[config.mk]
export PLATFORM = sky130hd
export DESIGN_NAME = tmul
export DESIGN_NICKNAME = d
export VERILOG_FILES = /design/src/rtl/float_pkg.sv /design/src/rtl/float_round.sv /design/src/rtl/tmul.sv
export SDC_FILE = /design/constraint.sdc
export NUM_CORES = 1
export LEC_CHECK = 0
export CAP_MARGIN = 20
export CORE_ASPECT_RATIO = 1.25
export CORE_UTILIZATION = 52
export DETAILED_ROUTE_END_ITERATION = 7
export DONT_BUFFER_PORTS = 1
export PLACE_DENSITY = 0.71
export SLEW_MARGIN = 20
export SYNTH_ARGS = -nofsm -noshare
export SYNTH_HDL_FRONTEND = slang
export SYNTH_SLANG_ARGS = --single-unit
[constraint.sdc]
create_clock -name aclk -period 8.9 [get_ports aclk]
set_input_delay 0.89 -clock aclk [delete_from_list [all_inputs] [get_ports aclk]]
set_output_delay 0.89 -clock aclk [all_outputs]
set_load 0.05 [all_outputs]
[src/rtl/float_pkg.sv]
// -----------------------------------------------------------------------------
// float_pkg
// Shared definitions for the float datapath (tmul, tdiv):
//   state_e     - sequencing states of the iterative arithmetic units
//   op_class_e  - operand classification (zero/subnormal/normal/inf/NaN)
//   bias()      - exponent bias for a given exponent width
//   exp_ones()  - all-ones exponent field value
//   canon_nan() - canonical quiet NaN word (sign 0, exp all-ones, frac MSB 1)
//   classify()  - classify an operand from its exponent/fraction flags
// -----------------------------------------------------------------------------
package float_pkg;

    typedef enum logic [2:0] {
        ST_IDLE = 3'd0,
        ST_PRE  = 3'd1,
        ST_MUL  = 3'd2,
        ST_NORM = 3'd3,
        ST_RND  = 3'd4,
        ST_OUT  = 3'd5
    } state_e;

    typedef enum logic [2:0] {
        CLS_ZERO = 3'd0,
        CLS_SUB  = 3'd1,
        CLS_NORM = 3'd2,
        CLS_INF  = 3'd3,
        CLS_NAN  = 3'd4
    } op_class_e;

    function automatic int unsigned bias(input int unsigned exp_w);
        return (32'd1 << (exp_w - 1)) - 32'd1;
    endfunction

    function automatic int unsigned exp_ones(input int unsigned exp_w);
        return (32'd1 << exp_w) - 32'd1;
    endfunction

    function automatic logic [63:0] canon_nan(input int unsigned exp_w, input int unsigned fra_w);
        return (64'(exp_ones(exp_w)) << fra_w) | (64'd1 << (fra_w - 1));
    endfunction

    function automatic op_class_e classify(input logic exp_zero, input logic exp_all_ones,
                                           input logic frac_zero);
        if (exp_zero)
            return frac_zero ? CLS_ZERO : CLS_SUB;
        if (exp_all_ones)
            return frac_zero ? CLS_INF : CLS_NAN;
        return CLS_NORM;
    endfunction

endpackage

[src/rtl/float_round.sv]
// -----------------------------------------------------------------------------
// float_round
// Round-to-nearest-even of a normalised (or subnormal) significand, with
// exponent carry and overflow to infinity.
//   sign        in  result sign
//   biased_exp  in  EXP+2  biased exponent, non-negative (0 = subnormal range)
//   sig         in  FRA+1  significand including hidden bit
//   guard       in  first bit below the significand LSB
//   round       in  second bit below the LSB
//   sticky      in  OR of all remaining lower bits
//   word        out EXP+FRA+1  packed {sign, exp, frac}
// -----------------------------------------------------------------------------
module float_round
    import float_pkg::*;
#(
    parameter int EXP = 5,
    parameter int FRA = 10
) (
    input  logic             sign,
    input  logic [EXP+1:0]   biased_exp,
    input  logic [FRA:0]     sig,
    input  logic             guard,
    input  logic             round,
    input  logic             sticky,
    output logic [EXP+FRA:0] word
);
    localparam int EW = EXP + 2;
    localparam logic [EW-1:0]  EMAX  = EW'(exp_ones(EXP));
    localparam logic [EXP-1:0] EONES = EXP'(exp_ones(EXP));

    logic            up;
    logic [FRA+1:0]  sum;
    logic [EW-1:0]   e_out;

    always_comb begin
        up  = guard & (round | sticky | sig[0]);
        sum = {1'b0, sig} + {{(FRA+1){1'b0}}, up};
        // In the subnormal range the hidden bit is 0; rounding into it promotes
        // the result to the smallest normal exponent.
        if (biased_exp == '0)
            e_out = {{(EW-1){1'b0}}, sum[FRA]};
        else
            e_out = biased_exp + {{(EW-1){1'b0}}, sum[FRA+1]};
        // On a carry the fraction bits are all zero, so sum[FRA-1:0] is valid
        // in both the carry and no-carry case.
        if (e_out >= EMAX)
            word = {sign, EONES, {FRA{1'b0}}};
        else
            word = {sign, e_out[EXP-1:0], sum[FRA-1:0]};
    end

endmodule

[src/rtl/tmul.sv]
// -----------------------------------------------------------------------------
// tmul
// Iterative floating-point multiplier, AXI-Stream operands and result.
// Shift-add over FRA+1 multiplier bits, then normalise, round (RNE), hold.
// Optional macro TMUL_SUBNORMAL_EN: full subnormal input/output support;
// when undefined subnormal inputs act as zero and underflow flushes to zero.
//
// Handshakes: an input transfer happens on a rising edge where tvalid and
// tready are both high; tready never depends on tvalid. A and B share one
// handshake (both tvalids required). The result transfers on m_axis_tvalid &
// m_axis_tready; tdata is stable while tvalid is high.
//
//   aclk, aresetn            clock, async active-low reset
//   s_axis_a_*  / s_axis_b_* operand channels {sign, exp, frac}
//   m_axis_*                 product channel
//   dbg_state                current FSM state
// -----------------------------------------------------------------------------
module tmul
    import float_pkg::*;
#(
    parameter int EXP = 5,
    parameter int FRA = 10
) (
    input  logic             aclk,
    input  logic             aresetn,
    input  logic [EXP+FRA:0] s_axis_a_tdata,
    input  logic             s_axis_a_tvalid,
    output logic             s_axis_a_tready,
    input  logic [EXP+FRA:0] s_axis_b_tdata,
    input  logic             s_axis_b_tvalid,
    output logic             s_axis_b_tready,
    output logic [EXP+FRA:0] m_axis_tdata,
    output logic             m_axis_tvalid,
    input  logic             m_axis_tready,
    output state_e           dbg_state
);
    localparam int W  = EXP + FRA + 1;
    localparam int SW = FRA + 1;
    localparam int PW = 2 * SW;
    localparam int EW = EXP + 2;
    localparam int CW = $clog2(SW);
    localparam logic [EW-1:0]  BIAS_E    = EW'(bias(EXP));
    localparam logic [EXP-1:0] EONES     = EXP'(exp_ones(EXP));
    localparam logic [W-1:0]   NAN_W     = W'(canon_nan(EXP, FRA));
    localparam logic [CW-1:0]  LAST_ITER = CW'(SW - 1);
`ifdef TMUL_SUBNORMAL_EN
    localparam bit SUBN_EN = 1'b1;
`else
    localparam bit SUBN_EN = 1'b0;
`endif

    // Returns {exponent (signed, unbiased-by-one-step), significand}.
    // Subnormals are left-normalised so the significand always has bit FRA set.
    function automatic logic [EW+SW-1:0] unpack(input logic [W-1:0] x);
        logic [EXP-1:0] e;
        logic [FRA-1:0] f;
        logic [EW-1:0]  ex;
        logic [SW-1:0]  sg;
`ifdef TMUL_SUBNORMAL_EN
        int lz;
        bit found;
`endif
        e  = x[W-2:FRA];
        f  = x[FRA-1:0];
        ex = {2'b00, e};
        sg = {1'b1, f};
`ifdef TMUL_SUBNORMAL_EN
        if (e == '0) begin
            lz    = 0;
            found = 1'b0;
            for (int i = FRA - 1; i >= 0; i--) begin
                if (!found) begin
                    if (f[i]) found = 1'b1;
                    else      lz    = lz + 1;
                end
            end
            sg = {1'b0, f} << (lz + 1);
            ex = '0 - EW'(lz);
        end
`endif
        return {ex, sg};
    endfunction

    function automatic op_class_e class_of(input logic [W-1:0] x);
        return classify(x[W-2:FRA] == '0, x[W-2:FRA] == EONES, x[FRA-1:0] == '0);
    endfunction

    state_e               state_q, state_d;
    logic [W-1:0]         a_q, b_q, res_q;
    logic                 sign_q, nan_q, inf_q, zero_q, flush_q, sticky_q;
    logic signed [EW-1:0] exp_q;
    logic [PW-1:0]        acc_q, mcand_q;
    logic [SW-1:0]        mplier_q;
    logic [CW-1:0]        cnt_q;

    // ---------------- operand unpack / classification (PRE) ----------------
    logic [EW+SW-1:0] up_a, up_b;
    op_class_e        cls_a, cls_b;
    logic             a_zero, b_zero, a_inf, b_inf, pre_nan;

    always_comb begin
        up_a    = unpack(a_q);
        up_b    = unpack(b_q);
        cls_a   = class_of(a_q);
        cls_b   = class_of(b_q);
        a_zero  = (cls_a == CLS_ZERO) || (!SUBN_EN && cls_a == CLS_SUB);
        b_zero  = (cls_b == CLS_ZERO) || (!SUBN_EN && cls_b == CLS_SUB);
        a_inf   = (cls_a == CLS_INF);
        b_inf   = (cls_b == CLS_INF);
        pre_nan = (cls_a == CLS_NAN) || (cls_b == CLS_NAN) ||
                  (a_inf && b_zero) || (a_zero && b_inf);
    end

    // ---------------- normalisation (NORM) ----------------
    logic [PW-1:0]        n_m;
    logic signed [EW-1:0] n_e;
    logic                 n_st, n_flush;
`ifdef TMUL_SUBNORMAL_EN
    logic [EW-1:0]        sh;
`endif

    always_comb begin
        n_m     = acc_q;
        n_e     = exp_q;
        n_st    = 1'b0;
        n_flush = 1'b0;
`ifdef TMUL_SUBNORMAL_EN
        sh      = '0;
`endif
        if (acc_q[PW-1]) begin
            n_m  = acc_q >> 1;
            n_st = acc_q[0];
            n_e  = exp_q + EW'(1);
        end
        if (n_e[EW-1] || n_e == '0) begin
`ifdef TMUL_SUBNORMAL_EN
            // Exponent 1-n_e below the normal range: denormalise, keep the
            // lost bits in sticky. Shifts >= PW clear n_m entirely.
            sh   = EW'(1) - n_e;
            n_st = n_st | (|(n_m & ~({PW{1'b1}} << sh)));
            n_m  = n_m >> sh;
`else
            n_flush = 1'b1;
`endif
            n_e = '0;
        end
    end

    // ---------------- rounding (RND) ----------------
    logic [W-1:0] rnd_word, res_d;

    float_round #(.EXP(EXP), .FRA(FRA)) u_round (
        .sign       (sign_q),
        .biased_exp ($unsigned(exp_q)),
        .sig        (acc_q[2*FRA:FRA]),
        .guard      (acc_q[FRA-1]),
        .round      (acc_q[FRA-2]),
        .sticky     (sticky_q | (|acc_q[FRA-3:0])),
        .word       (rnd_word)
    );

    always_comb begin
        if (nan_q)
            res_d = NAN_W;
        else if (inf_q)
            res_d = {sign_q, EONES, {FRA{1'b0}}};
        else if (zero_q || flush_q)
            res_d = {sign_q, {(W-1){1'b0}}};
        else
            res_d = rnd_word;
    end

    // ---------------- FSM ----------------
    always_ff @(posedge aclk or negedge aresetn) begin
        if (!aresetn) state_q <= ST_IDLE;
        else          state_q <= state_d;
    end

    always_comb begin
        state_d = state_q;
        unique case (state_q)
            ST_IDLE: if (s_axis_a_tvalid && s_axis_b_tvalid) state_d = ST_PRE;
            ST_PRE:  state_d = ST_MUL;
            ST_MUL:  if (cnt_q == LAST_ITER) state_d = ST_NORM;
            ST_NORM: state_d = ST_RND;
            ST_RND:  state_d = ST_OUT;
            ST_OUT:  if (m_axis_tready) state_d = ST_IDLE;
            default: state_d = ST_IDLE;
        endcase
    end

    // ---------------- datapath registers ----------------
    always_ff @(posedge aclk or negedge aresetn) begin
        if (!aresetn) begin
            a_q      <= '0;
            b_q      <= '0;
            res_q    <= '0;
            sign_q   <= 1'b0;
            nan_q    <= 1'b0;
            inf_q    <= 1'b0;
            zero_q   <= 1'b0;
            flush_q  <= 1'b0;
            sticky_q <= 1'b0;
            exp_q    <= '0;
            acc_q    <= '0;
            mcand_q  <= '0;
            mplier_q <= '0;
            cnt_q    <= '0;
        end else begin
            unique case (state_q)
                ST_IDLE: begin
                    if (s_axis_a_tvalid && s_axis_b_tvalid) begin
                        a_q <= s_axis_a_tdata;
                        b_q <= s_axis_b_tdata;
                    end
                end
                ST_PRE: begin
                    sign_q   <= a_q[W-1] ^ b_q[W-1];
                    nan_q    <= pre_nan;
                    inf_q    <= a_inf | b_inf;
                    zero_q   <= a_zero | b_zero;
                    exp_q    <= up_a[EW+SW-1:SW] + up_b[EW+SW-1:SW] - BIAS_E;
                    mcand_q  <= {{SW{1'b0}}, up_a[SW-1:0]};
                    mplier_q <= up_b[SW-1:0];
                    acc_q    <= '0;
                    cnt_q    <= '0;
                end
                ST_MUL: begin
                    if (mplier_q[0]) acc_q <= acc_q + mcand_q;
                    mcand_q  <= mcand_q << 1;
                    mplier_q <= mplier_q >> 1;
                    cnt_q    <= cnt_q + CW'(1);
                end
                ST_NORM: begin
                    acc_q    <= n_m;
                    exp_q    <= n_e;
                    sticky_q <= n_st;
                    flush_q  <= n_flush;
                end
                ST_RND:  res_q <= res_d;
                default: ;
            endcase
        end
    end

    assign s_axis_a_tready = aresetn && (state_q == ST_IDLE);
    assign s_axis_b_tready = aresetn && (state_q == ST_IDLE);
    assign m_axis_tvalid   = (state_q == ST_OUT);
    assign m_axis_tdata    = res_q;
    assign dbg_state       = state_q;

endmodule

# Yosys cells after proc, flatten, opt, wreduce, memory -nomap -nowiden
# Cells that the tools add are included.
[totals]
reg_bits = 123
input_bits = 37
output_inout_bits = 22
wordCells = 116
[classes]
n_addsub = 7
magnitude_cmp = 1
n_eq_ne = 19
muxes = 38
bitwise = 7
n_reduce_logical = 28
[op_table]
columns = ["operator", "count"]
rows = [
  ["case mux 22 bit (3 select lines)", 1],
  ["2-to-1 mux 15 bit", 3],
  ["case mux 22 bit (2 select lines)", 1],
  ["2-to-1 mux 3 bit", 13],
  ["adder 22 bit", 1],
  ["2-to-1 mux 22 bit", 1],
  ["case mux 11 bit (2 select lines)", 1],
  ["2-to-1 mux 21 bit", 1],
  ["2-to-1 mux 7 bit", 3],
  ["logical NOT 10 bit", 2],
  ["case mux 3 bit (6 select lines)", 1],
  ["2-to-1 mux 16 bit", 1],
  ["logical NOT 7 bit", 2],
  ["case mux 7 bit (2 select lines)", 1],
  ["adder 11 x 1 -> 12 bit", 1],
  ["equality test 3 x 2 -> 1 bit, second input constant", 4],
  ["equality test 3 bit, second input constant", 4],
  ["equality test 5 bit, second input constant", 2],
  ["logical NOT 5 bit", 2],
  ["2-to-1 mux 1 bit", 10],
  ["equality test 3 x 1 -> 1 bit, second input constant", 3],
  ["logical NOT 3 bit", 3],
  ["inequality test 2 bit, second input constant", 4],
  ["case mux 4 bit (2 select lines)", 1],
  ["18 further kinds", 34],
]

# Depth between registers and ports, before layout
[depth]
depth_word = 13
mapped_depth = 14
depth_no_buf = 13

# By module
# A second synthesis with hierarchy kept.
[unflattened]
cells_unflattened = 749
hier_area_um2 = 7101.8
[by_module_without_submodules]
columns = ["module", "instances", "cells_per_inst", "area_per_inst_um2", "seq_area_each_um2"]
rows = [
  ["tmul", 1, 674, 6598.8, 3078.0],
  ["float_round", 1, 75, 503.0, 0.0],
]

# Worst setup path before layout
# OpenSTA, ideal clock, no wires.
[synth_timing]
kind = "flip-flop to output port"
startpoint = "register state_q[1], in the netlist dbg_state[1]"
endpoint = "output port s_axis_b_tready"
arrival_time_ns = 3.166
required_ns = 8.010
setup_slack_ns = 4.844
path_stages_with_launch = 5
n_path_buf = 3
cell_sequence = "dfrtp_1 -> clkbuf_8 -> clkbuf_1 -> nor4b_1 -> buf_4"
[synth_between]
elab_chain_cells = 2
[synth_lines]
columns = ["element", "line_no", "source"]
rows = [
  ["start, declared", "tmul.sv:88", "state_e state_q, state_d;"],
  ["start signal, assigned", "tmul.sv:176", "else state_q <= state_d;"],
  ["logical NOT 3 bit", "--", ""],
  ["logical AND 1 bit", "--", ""],
  ["end, declared", "tmul.sv:31", "output logic s_axis_b_tready,"],
]
# No other way between the ends.

# Worst setup path after layout
[layout_timing]
startpoint = "register state_q[0], in the netlist dbg_state[0]"
endpoint = "register cnt_q[2]"
[layout_between]
elab_chain_cells = 2
elab_cells_between_ends = 4
classes_between = "eq/ne (2); mux (1); reduce/logical (1)"
[layout_lines]
columns = ["element", "line_no", "source"]
rows = [
  ["equality test 3 x 2 -> 1 bit or equality test 3 x 1 -> 1 bit (tied branches)", "tmul.sv:210", "unique case (state_q)"],
  ["case mux 4 bit (2 select lines) or nonzero test 2 bit (tied branches)", "--", ""],
  ["end signal, assigned", "tmul.sv:232", "cnt_q <= cnt_q + CW'(1);"],
  ["end, declared", "tmul.sv:94", "logic [CW-1:0] cnt_q;"],
]
# Parallel ways exist; a longest one is shown, timed or not.
# A chain may end at the register's enable or synchronous reset.

==> results_dict.tcl <==
set metrics [dict create \
    run_status "complete, no violations" \
    finalSetupViolCount 0 \
    avgSynthCellArea_um2 9.51 \
    grt_pass1_wl_mm 28.1 \
    cp_slowest_cell "dfrtp_1" \
    r2r_start "dbg_state[0]$_DFFE_PN0P_" \
    synth_xor_area_frac 0.0361 \
    synth-simple-area-share 0.151 \
    rsz0062_at_grt "no" \
    synthFlopType "dfrtp_1" \
    pin_count 59 \
    grt_usage 0.247 \
    synth_fp_nets 841 \
    gp_congestion 0.873 \
    port_buffers 0 \
    synth_cell_types 76 \
    synth_mux_area_frac 0.0797 \
    viasPerCell 6.14 \
    synth_top_family_by_area "compound AO/OA/AOI/OAI gates" \
    clk_pin_slew_ps 60 \
    area_growth_pct 9.45 \
    clock_tree.root_cell "clkbuf_16" \
    antenna_found_initial 0 \
    worst-path-max-fanout 33 \
    cts_max_level 4 \
    overflow 0 \
    synth-seq-cells 123 \
    r2r.worst_path.cells 6 \
    reg2reg_slack_ps 5420 \
    timing.final.crit_period_ps 3480 \
    dr.pass1.iters 5 \
    worstPathRequired_ps 9200 \
    std_cell_rows 47 \
    slew_headroom 0.299 \
    antenna-diode-count 0 \
    min_path_type "in2async" \
    fill_cells 1164 \
    core_mm2 0.0135 \
    skew_ps 6.12 \
    async_flop_share 1.00 \
    setup.worst_path.start "dbg_state[0]$_DFFE_PN0P_" \
    cts_tree "yes" \
    layout_common_cells "dfrtp_1, o21ai_0, nand2_1" \
    nets 824 \
    dp.cells 899 \
    hold_violations 0 \
    holdWs_ps 168 \
    ant_nets 0 \
    worstPathArrival_ps 3790 \
    start_kind "register" \
    ys_seq_area_frac 0.423 \
    drive_above_1_share 0.121 \
    synthAdderAreaFrac 0.0692 \
    path_cells "nand2b_1 > nor2_4 > nor2_1 > inv_1 > o21ai_0 > a22o_1" \
    p_per_area_mw_per_mm2 437 \
    tightest_slew_ps 1050 \
    slew_viol_final 0 \
    grt_max_degree 125 \
    post-route-period-util 0.391 \
    drc 0 \
    critical_path_class "reg2reg" \
    drt_iter0_drc 294 \
    clk_path_buf_depth 2 \
    instances_no_fill 932 \
    hold_buffers 0 \
    fmax_ghz 0.287 \
    synthCells 765 \
    die_h_um 134 \
    ir_worst_vdd_v 0.000204 \
    wl_per_cell_um 18.0 \
    post_cts_resized 0 \
    synth_edf_count 0 \
    die_w_um 108 \
    num_vias 5719 \
    start_util 0.540 \
    dp_hpwl_mm 11.6 \
    cp-end-kind "register" \
    cpPeakStageDelay_ps 1030 \
    clkSinkCount 123 \
    routed_wl_mm 16.7 \
    p_leak_nw 3.45 \
    synth_compound_area_frac 0.198 \
    r2r-end "cnt_q[2]$_DFFE_PN0P_" \
    worst_skew_pair.late_latency_ps 420 \
    grt_pass1_vias 5703 \
    cts_buffers 17 \
    setup_tns_ps 0 \
    dieArea_mm2 0.0145 \
    ys_warn_count 0 \
    cap_violations 0 \
    synth.cell_area_mm2 0.00727 \
    post_cts_buffers 0 \
    final_common_cell "dfrtp_1" \
]
## per-layer routing
metal / wire (um) / track usage / vias to the layer above
li1: - / - / 2737
met1: 7130 / 0.310 / 2782
met2: 8210 / 0.404 / 165
met3: 1010 / 0.0690 / 35
met4: 391 / 0.0951 / 0
met5: 0 / 0 / -
## worst max path at each step
stage	endpoint	slack, ps	cells past startpoint
2_1_floorplan	s_axis_b_tready	4840	4
3_5_place_dp	cnt_q[2]$_DFFE_PN0P_	5430	6
5_1_grt	cnt_q[2]$_DFFE_PN0P_	5080	6
4_1_cts	cnt_q[2]$_DFFE_PN0P_	5430	6
3_3_place_gp	cnt_q[2]$_DFFE_PN0P_	5550	6
6_report	cnt_q[2]$_DFFE_PN0P_	5420	6
## cells in the mapped netlist, drive strengths merged (15+ instances only)
library cell / count / area, um2
ha: 37 / 463
mux2i: 23 / 230
xnor2: 15 / 131
nor2: 53 / 199
clkbuf: 30 / 125
o21ai: 87 / 439
dfrtp: 123 / 3080
nand2: 81 / 304
xor2: 15 / 131
nand3: 19 / 95.1
a21oi: 57 / 285
mux2: 31 / 349
inv: 22 / 82.6
## per-stage QoR
step,power [mW],instance area [um2],utilization,setup slack (ps)
finish,3.48,7960,0.591,5420
global route,3.74,7960,0.591,5080
CTS,3.48,7950,0.590,5430
detailed placement,2.74,7330,0.544,5430
global placement,2.67,7330,0.544,5550
floorplan,2.40,7270,-,4840
## final cells by class
class | instances | area [um2] | share of cell area
clock inverters | 14 | 183 | 0.0230
clock buffers | 18 | 439 | 0.0552
inverters | 22 | 82.6 | 0.0104
flip-flops and latches | 123 | 3080 | 0.387
well taps | 171 | 214 | 0.0269
repair buffers | 7 | 60.1 | 0.00755
multi-input cells | 577 | 3900 | 0.490
## state kept, by name, summed over array words and instances (netlist names)
name and flops:
a_q 16, acc_q 22, b_q 16, cnt_q 4, dbg_state 3, exp_q 7, flush_q 1, inf_q 1
m_axis_tdata 16, mcand_q 22, mplier_q 11, nan_q 1, sign_q 1, sticky_q 1, zero_q 1
## worst max-delay path: cells and delay by family (launching register included)
family,cells,cell delay (ps)
buffers and inverters,1,190
AO/OA/AOI/OAI,2,280
AND/OR/NAND/NOR,3,1850
flip-flops,1,1030
## cells by family (layout without fill, tap and decap cells)
family,Yosys count,count (layout)
compound gates,229,229
xor+xnor,30,30
fa+ha+maj,39,39
buf+inv,65,61
flops,123,123
mux,54,54
simple gates,225,225
## power breakdown
group | internal [mW] | switching [mW] | total, mW
logic | 0.660 | 0.864 | 1.52
registers | 0.815 | 0.414 | 1.23
clock network | 0.453 | 0.275 | 0.729
total | 1.93 | 1.55 | 3.48
Power figures use the tool's default switching activity.
